### config.mk
export PLATFORM = sky130hd
export DESIGN_NAME = mem_port_arbiter
export DESIGN_NICKNAME = d
export VERILOG_FILES = /design/src/rtl/mem_port_arbiter_pkg.sv /design/src/rtl/mem_port_arbiter_rr_pick.sv /design/src/rtl/mem_port_arbiter.sv
export SDC_FILE = /design/constraint.sdc
export NUM_CORES = 1
export LEC_CHECK = 0
export ABC_CLOCK_PERIOD_IN_PS = 6500
export CAP_MARGIN = 30
export CORE_MARGIN = 3
export CORE_UTILIZATION = 39
export DETAILED_ROUTE_END_ITERATION = 8
export GPL_TIMING_DRIVEN = 0
export HOLD_SLACK_MARGIN = 0.12
export PLACE_DENSITY = 0.85
export SLEW_MARGIN = 20
export SYNTH_ARGS = -nofsm -noshare
export SYNTH_HDL_FRONTEND = slang
export SYNTH_SLANG_ARGS = --single-unit
### constraint.sdc
create_clock -name CLK -period 6.5 [get_ports CLK]
set_input_delay 0.975 -clock CLK [delete_from_list [all_inputs] [get_ports CLK]]
set_output_delay 0.975 -clock CLK [all_outputs]
set_load 0.01 [all_outputs]
### src/rtl/mem_port_arbiter_pkg.sv
// -----------------------------------------------------------------------------
// mem_port_arbiter_pkg
// Shared definitions for the memory port arbiter: rw_flag encodings, arbiter
// state encoding and small helpers used by the top and the round-robin picker.
// -----------------------------------------------------------------------------
package mem_port_arbiter_pkg;

    localparam logic [1:0] RW_IDLE  = 2'b00;
    localparam logic [1:0] RW_READ  = 2'b01;
    localparam logic [1:0] RW_WRITE = 2'b10;

    typedef enum logic [1:0] {
        ST_IDLE  = 2'd0,
        ST_ISSUE = 2'd1,
        ST_WAIT  = 2'd2
    } arb_state_t;

    // Width of a port index; a single-port build still needs a 1-bit vector.
    function automatic int unsigned idx_width(input int unsigned n);
        return (n > 1) ? $clog2(n) : 1;
    endfunction

    // 2'b11 is deliberately not a request.
    function automatic logic rw_is_valid(input logic [1:0] f);
        return (f == RW_READ) || (f == RW_WRITE);
    endfunction

endpackage

### src/rtl/mem_port_arbiter_rr_pick.sv
// -----------------------------------------------------------------------------
// rr_priority_pick
// Combinational round-robin picker: returns the first asserted request at or
// after i_ptr, wrapping modulo NPORTS.
//   i_req   : NPORTS request bits
//   i_ptr   : starting index (highest priority)
//   o_idx   : chosen index (0 when none valid)
//   o_valid : at least one request asserted
// -----------------------------------------------------------------------------
module rr_priority_pick
    import mem_port_arbiter_pkg::*;
#(
    parameter int unsigned NPORTS = 2,
    localparam int unsigned PTR_W = idx_width(NPORTS)
) (
    input  logic [NPORTS-1:0] i_req,
    input  logic [PTR_W-1:0]  i_ptr,
    output logic [PTR_W-1:0]  o_idx,
    output logic              o_valid
);

    int unsigned w_pos;

    always_comb begin
        o_valid = 1'b0;
        o_idx   = '0;
        w_pos   = 0;
        for (int unsigned k = 0; k < NPORTS; k++) begin
            w_pos = 32'(i_ptr) + k;
            if (w_pos >= NPORTS) begin
                w_pos = w_pos - NPORTS;
            end
            if (!o_valid && i_req[w_pos[PTR_W-1:0]]) begin
                o_valid = 1'b1;
                o_idx   = w_pos[PTR_W-1:0];
            end
        end
    end

endmodule

### src/rtl/mem_port_arbiter.sv
// -----------------------------------------------------------------------------
// mem_port_arbiter
// Merges NPORTS core-side memory ports onto the single memory_controller port.
// Round-robin arbitration, one outstanding transaction, payload latched at grant.
//   CLK, RST          : clock, asynchronous active-high reset
//   up_rw_flag        : per-port request (01 read, 10 write, 00/11 idle)
//   up_addr/up_write_data/up_write_mask : per-port payload
//   up_read_data      : per-port read data, slice updated on that port's done
//   up_busy/up_done   : per-port in-flight flag / one-cycle completion pulse
//   down_*            : request and latched payload towards memory_controller
//   down_read_data/down_busy/down_done  : controller responses
// -----------------------------------------------------------------------------
module mem_port_arbiter
    import mem_port_arbiter_pkg::*;
#(
    parameter int unsigned NPORTS = 2,
    parameter int unsigned ADDR_W = 32,
    parameter int unsigned DATA_W = 32
) (
    input  logic                          CLK,
    input  logic                          RST,
    input  logic [2*NPORTS-1:0]           up_rw_flag,
    input  logic [ADDR_W*NPORTS-1:0]      up_addr,
    input  logic [DATA_W*NPORTS-1:0]      up_write_data,
    input  logic [(DATA_W/8)*NPORTS-1:0]  up_write_mask,
    output logic [DATA_W*NPORTS-1:0]      up_read_data,
    output logic [NPORTS-1:0]             up_busy,
    output logic [NPORTS-1:0]             up_done,
    output logic [1:0]                    down_rw_flag,
    output logic [ADDR_W-1:0]             down_addr,
    output logic [DATA_W-1:0]             down_write_data,
    output logic [DATA_W/8-1:0]           down_write_mask,
    input  logic [DATA_W-1:0]             down_read_data,
    input  logic                          down_busy,
    input  logic                          down_done
);

    localparam int unsigned MASK_W = DATA_W / 8;
    localparam int unsigned PTR_W  = idx_width(NPORTS);

    arb_state_t         r_state;
    arb_state_t         w_state_nxt;
    logic [PTR_W-1:0]   r_ptr;
    logic [PTR_W-1:0]   r_grant;
    logic [1:0]         r_rw;
    logic [ADDR_W-1:0]  r_addr;
    logic [DATA_W-1:0]  r_wdata;
    logic [MASK_W-1:0]  r_mask;
    logic [1:0]         r_down_rw;
    logic [NPORTS-1:0]  r_up_busy;
    logic [NPORTS-1:0]  r_up_done;
    logic [NPORTS-1:0]  r_cooldown;

    logic [1:0]         w_rw    [NPORTS];
    logic [ADDR_W-1:0]  w_addr  [NPORTS];
    logic [DATA_W-1:0]  w_wdata [NPORTS];
    logic [MASK_W-1:0]  w_mask  [NPORTS];
    logic [NPORTS-1:0]  w_req;
    logic [PTR_W-1:0]   w_pick_idx;
    logic               w_pick_valid;
    logic               w_grant_en;
    logic               w_done_en;
    logic [PTR_W-1:0]   w_ptr_nxt;

    // Per-port unpacking; read data lives in each port's own register so the
    // slices need no variable indexing.
    for (genvar p = 0; p < NPORTS; p++) begin : g_port
        logic [DATA_W-1:0] r_rdata;

        assign w_rw[p]    = up_rw_flag[2*p +: 2];
        assign w_addr[p]  = up_addr[ADDR_W*p +: ADDR_W];
        assign w_wdata[p] = up_write_data[DATA_W*p +: DATA_W];
        assign w_mask[p]  = up_write_mask[MASK_W*p +: MASK_W];
        assign w_req[p]   = rw_is_valid(w_rw[p]) && !r_cooldown[p];
        assign up_read_data[DATA_W*p +: DATA_W] = r_rdata;

        always_ff @(posedge CLK or posedge RST) begin
            if (RST) begin
                r_rdata <= '0;
            end else if (w_done_en && (r_rw == RW_READ) && (r_grant == PTR_W'(p))) begin
                r_rdata <= down_read_data;
            end
        end
    end

    rr_priority_pick #(
        .NPORTS (NPORTS)
    ) u_pick (
        .i_req   (w_req),
        .i_ptr   (r_ptr),
        .o_idx   (w_pick_idx),
        .o_valid (w_pick_valid)
    );

    assign w_ptr_nxt = (32'(r_grant) == NPORTS - 1) ? '0 : r_grant + PTR_W'(1);

    always_ff @(posedge CLK or posedge RST) begin
        if (RST) begin
            r_state <= ST_IDLE;
        end else begin
            r_state <= w_state_nxt;
        end
    end

    always_comb begin
        w_state_nxt = r_state;
        w_grant_en  = 1'b0;
        w_done_en   = 1'b0;
        case (r_state)
            ST_IDLE: begin
                if (w_pick_valid && !down_busy) begin
                    w_grant_en  = 1'b1;
                    w_state_nxt = ST_ISSUE;
                end
            end
            ST_ISSUE: w_state_nxt = ST_WAIT;
            ST_WAIT: begin
                if (down_done) begin
                    w_done_en   = 1'b1;
                    w_state_nxt = ST_IDLE;
                end
            end
            default: w_state_nxt = ST_IDLE;
        endcase
    end

    always_ff @(posedge CLK or posedge RST) begin
        if (RST) begin
            r_ptr      <= '0;
            r_grant    <= '0;
            r_rw       <= RW_IDLE;
            r_addr     <= '0;
            r_wdata    <= '0;
            r_mask     <= '0;
            r_down_rw  <= RW_IDLE;
            r_up_busy  <= '0;
            r_up_done  <= '0;
            r_cooldown <= '0;
        end else begin
            r_up_done  <= '0;
            r_cooldown <= '0;
            if (w_grant_en) begin
                r_grant               <= w_pick_idx;
                r_rw                  <= w_rw[w_pick_idx];
                r_addr                <= w_addr[w_pick_idx];
                r_wdata               <= w_wdata[w_pick_idx];
                r_mask                <= w_mask[w_pick_idx];
                r_up_busy[w_pick_idx] <= 1'b1;
            end
            if (r_state == ST_ISSUE) begin
                r_down_rw <= r_rw;
            end
            // Cooldown blocks the finished port for the cycle after done so a
            // client dropping its flag late is not granted twice.
            if (w_done_en) begin
                r_up_done[r_grant]  <= 1'b1;
                r_cooldown[r_grant] <= 1'b1;
                r_up_busy           <= '0;
                r_down_rw           <= RW_IDLE;
                r_ptr               <= w_ptr_nxt;
            end
        end
    end

    assign up_busy         = r_up_busy;
    assign up_done         = r_up_done;
    assign down_rw_flag    = r_down_rw;
    assign down_addr       = r_addr;
    assign down_write_data = r_wdata;
    assign down_write_mask = r_mask;

endmodule

==> PnR_summary.wiki <==
{| class="wikitable"
! Metric !! Value
|-
| Final nets || ~900
|-
| Die boundary width || between 100 and 150 um
|-
| Leading cell types in the layout, fill and taps excluded || clkdlybuf4s50_1 (313), dfrtp_1 (144), a221o_1 (70), and3_1 (68), mux2_2 (62)
|-
| Combined area of all synthesized cells || between 0.005 and 0.006 mm2
|-
| Number of rows created at floorplan || 44
|-
| CTS Buf Count || 17
|-
| Combined global-route utilization of all metal layers || a little under a quarter
|-
| Number of nets still failing antenna checks after routing || 0
|-
| Cell family contributing the most delay on the critical path || simple AND/OR/NAND/NOR gates
|-
| Power Internal || about 3.0 mW
|-
| Crit Path Category || primary input to flip-flop
|-
| Buffers on Ports || between 300 and 400
|-
| Final wirelength || ~19 mm
|-
| Net count after synthesis || 594
|-
| Sequence of cells on the critical path || clkdlybuf4s50_1, or3_4, nor3_4, nor2_1, buf_2, a221o_1
|-
| Clock Skews || ~0.0094 ns
|-
| Number of warning messages in the yosys log || 0
|-
| Die height || 129 um
|-
| Top Ports || 314
|-
| Max-slew headroom || about three fifths
|-
| Average wire per cell in the routed design || 20.2 um
|-
| Area of the core region || about 0.015 mm2
|-
| Number of levels the H-tree was split into || 4
|-
| TritonCTS clock tree || yes
|-
| DP HPWL || about 15 mm
|-
| Count of TritonRoute iterations in the first routing pass || 4
|-
| First DRT Iteration DRCs || around 240
|-
| Hold-fix buffer count after cts || 0
|-
| Register share of total power || between 30% and 40%
|-
| Fraction of final layout cells with drive strength greater than 1 || around 16%
|-
| Cell count after synthesis || between 400 and 500
|-
| Relative contribution of combinational cells to total power || between 40% and 50%
|-
| Filler Cells Inserted || roughly 1.1k
|-
| Category of the worst setup path capture point || flip-flop
|-
| Vias after detailed routing || 5009
|-
| Ant diodes || 0
|-
| Slew at the pin with the worst max-slew slack || slightly above 0.6 ns
|-
| Area growth from synthesis to layout || 67.8%
|-
| Flop-to-flop setup slack || approximately 4.2 ns
|-
| Sequential cell area fraction in the yosys report || roughly three fifths
|-
| Share of the clock period used by the worst path after layout || between 40 and 50%
|-
| Cell with the largest stage delay on the worst path || nor3_4
|-
| Leading cell type in the layout, fill and taps excluded || clkdlybuf4s50_1
|-
| Startpoint of the worst setup timing path || down_busy
|-
| Clock-pin slew reported for the worst setup and hold paths after clock tree synthesis || roughly 0.060 ns
|-
| Buffers from clock root to sink, at most || 2
|-
| Buffer count from post-CTS setup fixing || 0
|-
| Via density per instance || about 5.3
|-
| Power Dens Cells || about 450 mW/mm2
|-
| Gates resized, CTS repair || 0
|-
| Pin count of the biggest net entering global routing || 93
|-
| Die Area || 0.0166 mm2
|-
| Initial Util || roughly two fifths
|-
| Number of distinct standard cells referenced by the synthesized netlist || 28
|-
| Leakage Power || between 4 and 5 nW
|-
| Count of endpoints failing hold in the final timing report || 0
|-
| Clock root buffer || clkbuf_16
|-
| Global-route wire length before repair || between 20 and 30 mm
|-
| Final worst path period need || between 2 and 3 ns
|-
| GR Overflow Total || 0
|-
| Post-detailed-route DRC marker count || 0
|-
| Status || finished clean
|-
| Hold Slack || ~0.49 ns
|-
| Seq cells post-synth || 144
|-
| Antenna violations before repair || 0
|-
| Fraction of power consumed by the clock network || about 22%
|-
| Total Negative Setup Slacks || 0 ns
|-
| Peak fanout along the critical path || 10
|-
| Required time of the critical path || a little under 7 ns
|-
| Number of clock sinks seen by CTS || ~140
|-
| Vias in the first global route || about 5.5k
|-
| Critical R2R Launch || r_state[1]
|-
| RSZ-0062 raised after global routing || no
|-
| Clock insertion delay at the later pin of the skew report || 0.42 ns
|-
| Average cell area after synthesis || around 14 um2
|-
| Kind of launch point of the worst setup path || primary input
|-
| HP Start || r_grant
|-
| Tightest Hold Check Type || flip-flop to flip-flop
|-
| Final setup violation count || 0
|-
| Area of combinational cells with multiple inputs || 0.00207 mm2
|-
| Max-slew violations || 0
|-
| Net Sw Frac || roughly 30%
|-
| Fmax || between 300 and 400 MHz
|-
| Peak ir drop on the vdd network || ~190 uV
|-
| Storage cell area || ~0.0036 mm2
|-
| Data arrival at the endpoint of the critical path || around 3.0 ns
|-
| Area after detailed placement || 0.00927 mm2
|-
| Max-cap viol count || 0
|-
| Crit path buf inv count || 2
|-
| Area of all placed cells without fillers || between 0.009 and 0.01 mm2
|-
| CP peak stage delay || roughly 0.42 ns
|-
| Routability congestion estimate from global placement || 0.808
|-
| Net Switching || roughly 1.4 mW
|}
[final timing paths]
path / to / cells after the start
max in group asynchronous: down_write_data[7] / 3
min in group asynchronous: g_port[0].r_rdata[28] / 2
worst min-delay path: r_cooldown[0] / 1
worst min register to register: r_cooldown[0] / 1
worst max-delay path: down_addr[24] / 6
worst max register to register: down_addr[24] / 5
[power groups by stage]
stage          Combinational (mW)  Clock, mW  Sequential, mW
2_1_floorplan               0.611          0            1.71
3_3_place_gp                 1.84          0            1.55
4_1_cts                      1.90      0.977            1.56
5_1_grt                      2.00       1.02            1.61
3_5_place_dp                 1.89          0            1.57
6_report                     1.88      0.963            1.56
[through the flow]
stage	worst slack (ns)	utilization, %	cells	total power [mW]
finish	3.75	67.3	947	4.40
global route	3.66	67.3	947	4.63
CTS	3.71	67.3	947	4.44
detailed placement	3.28	63.3	916	3.46
global placement	-0.0143	63.1	915	3.39
floorplan	1.66	-	418	2.32
[metal layers]
| layer | routed length, um | track usage, % |
|---|---|---|
| met1 | 7200 | 26.2 |
| met2 | 9900 | 40.2 |
| met3 | 1610 | 7.68 |
| met4 | 416 | 8.77 |
| met5 | 0 | 0 |
[synthesized netlist by cell type, drive strengths merged]
cell | number | share of area (%)
or2 | 1 | 0.11
o21a | 2 | 0.26
mux2 | 64 | 12
a21oi | 2 | 0.17
or3 | 3 | 0.49
inv | 5 | 0.32
dfrtp | 144 | 61
buf | 21 | 2.3
o21ai | 3 | 0.26
and2 | 1 | 0.11
nand2b | 3 | 0.32
a21o | 1 | 0.13
a221o | 70 | 12
and3 | 68 | 7.2
nor3b | 2 | 0.26
o22ai | 1 | 0.11
clkbuf | 14 | 0.89
a21boi | 1 | 0.19
nor2 | 6 | 0.38
nand2 | 1 | 0.064
nor3 | 2 | 0.45
and3b | 1 | 0.15
xnor2 | 2 | 0.30
[kinds of logic after synthesis]
kind of cell	after synthesis	synth area share (%)
buffers and inverters	40	3.49
multiplexers	64	12.3
AND/OR/NAND/NOR	88	9.56
AO/OA/AOI/OAI	80	13.0
flip-flops	144	61.3
XOR/XNOR	2	0.298
[final cells by class]
| cell class | instances | area share (%) |
|---|---|---|
| Inverter | 5 | 0.266 |
| Clock inverter | 11 | 1.32 |
| Sequential cell | 144 | 36.5 |
| Timing Repair Buffer | 314 | 32.1 |
| Buffer | 35 | 1.89 |
| Clock buffer | 20 | 4.63 |
| Multi-Input combinational cell | 234 | 21.0 |
| Tap cell | 184 | 2.34 |
[registers in the layout, indices dropped and copies added, names as in the netlist, 2 cells and up]
name / flops
down_addr: 32
down_write_data: 32
g_port.r_rdata: 64
up_busy: 2
r_cooldown: 2
down_rw_flag: 2
down_write_mask: 4
r_rw: 2
r_state: 2
Note: power is estimated with default switching activity, not from simulation.
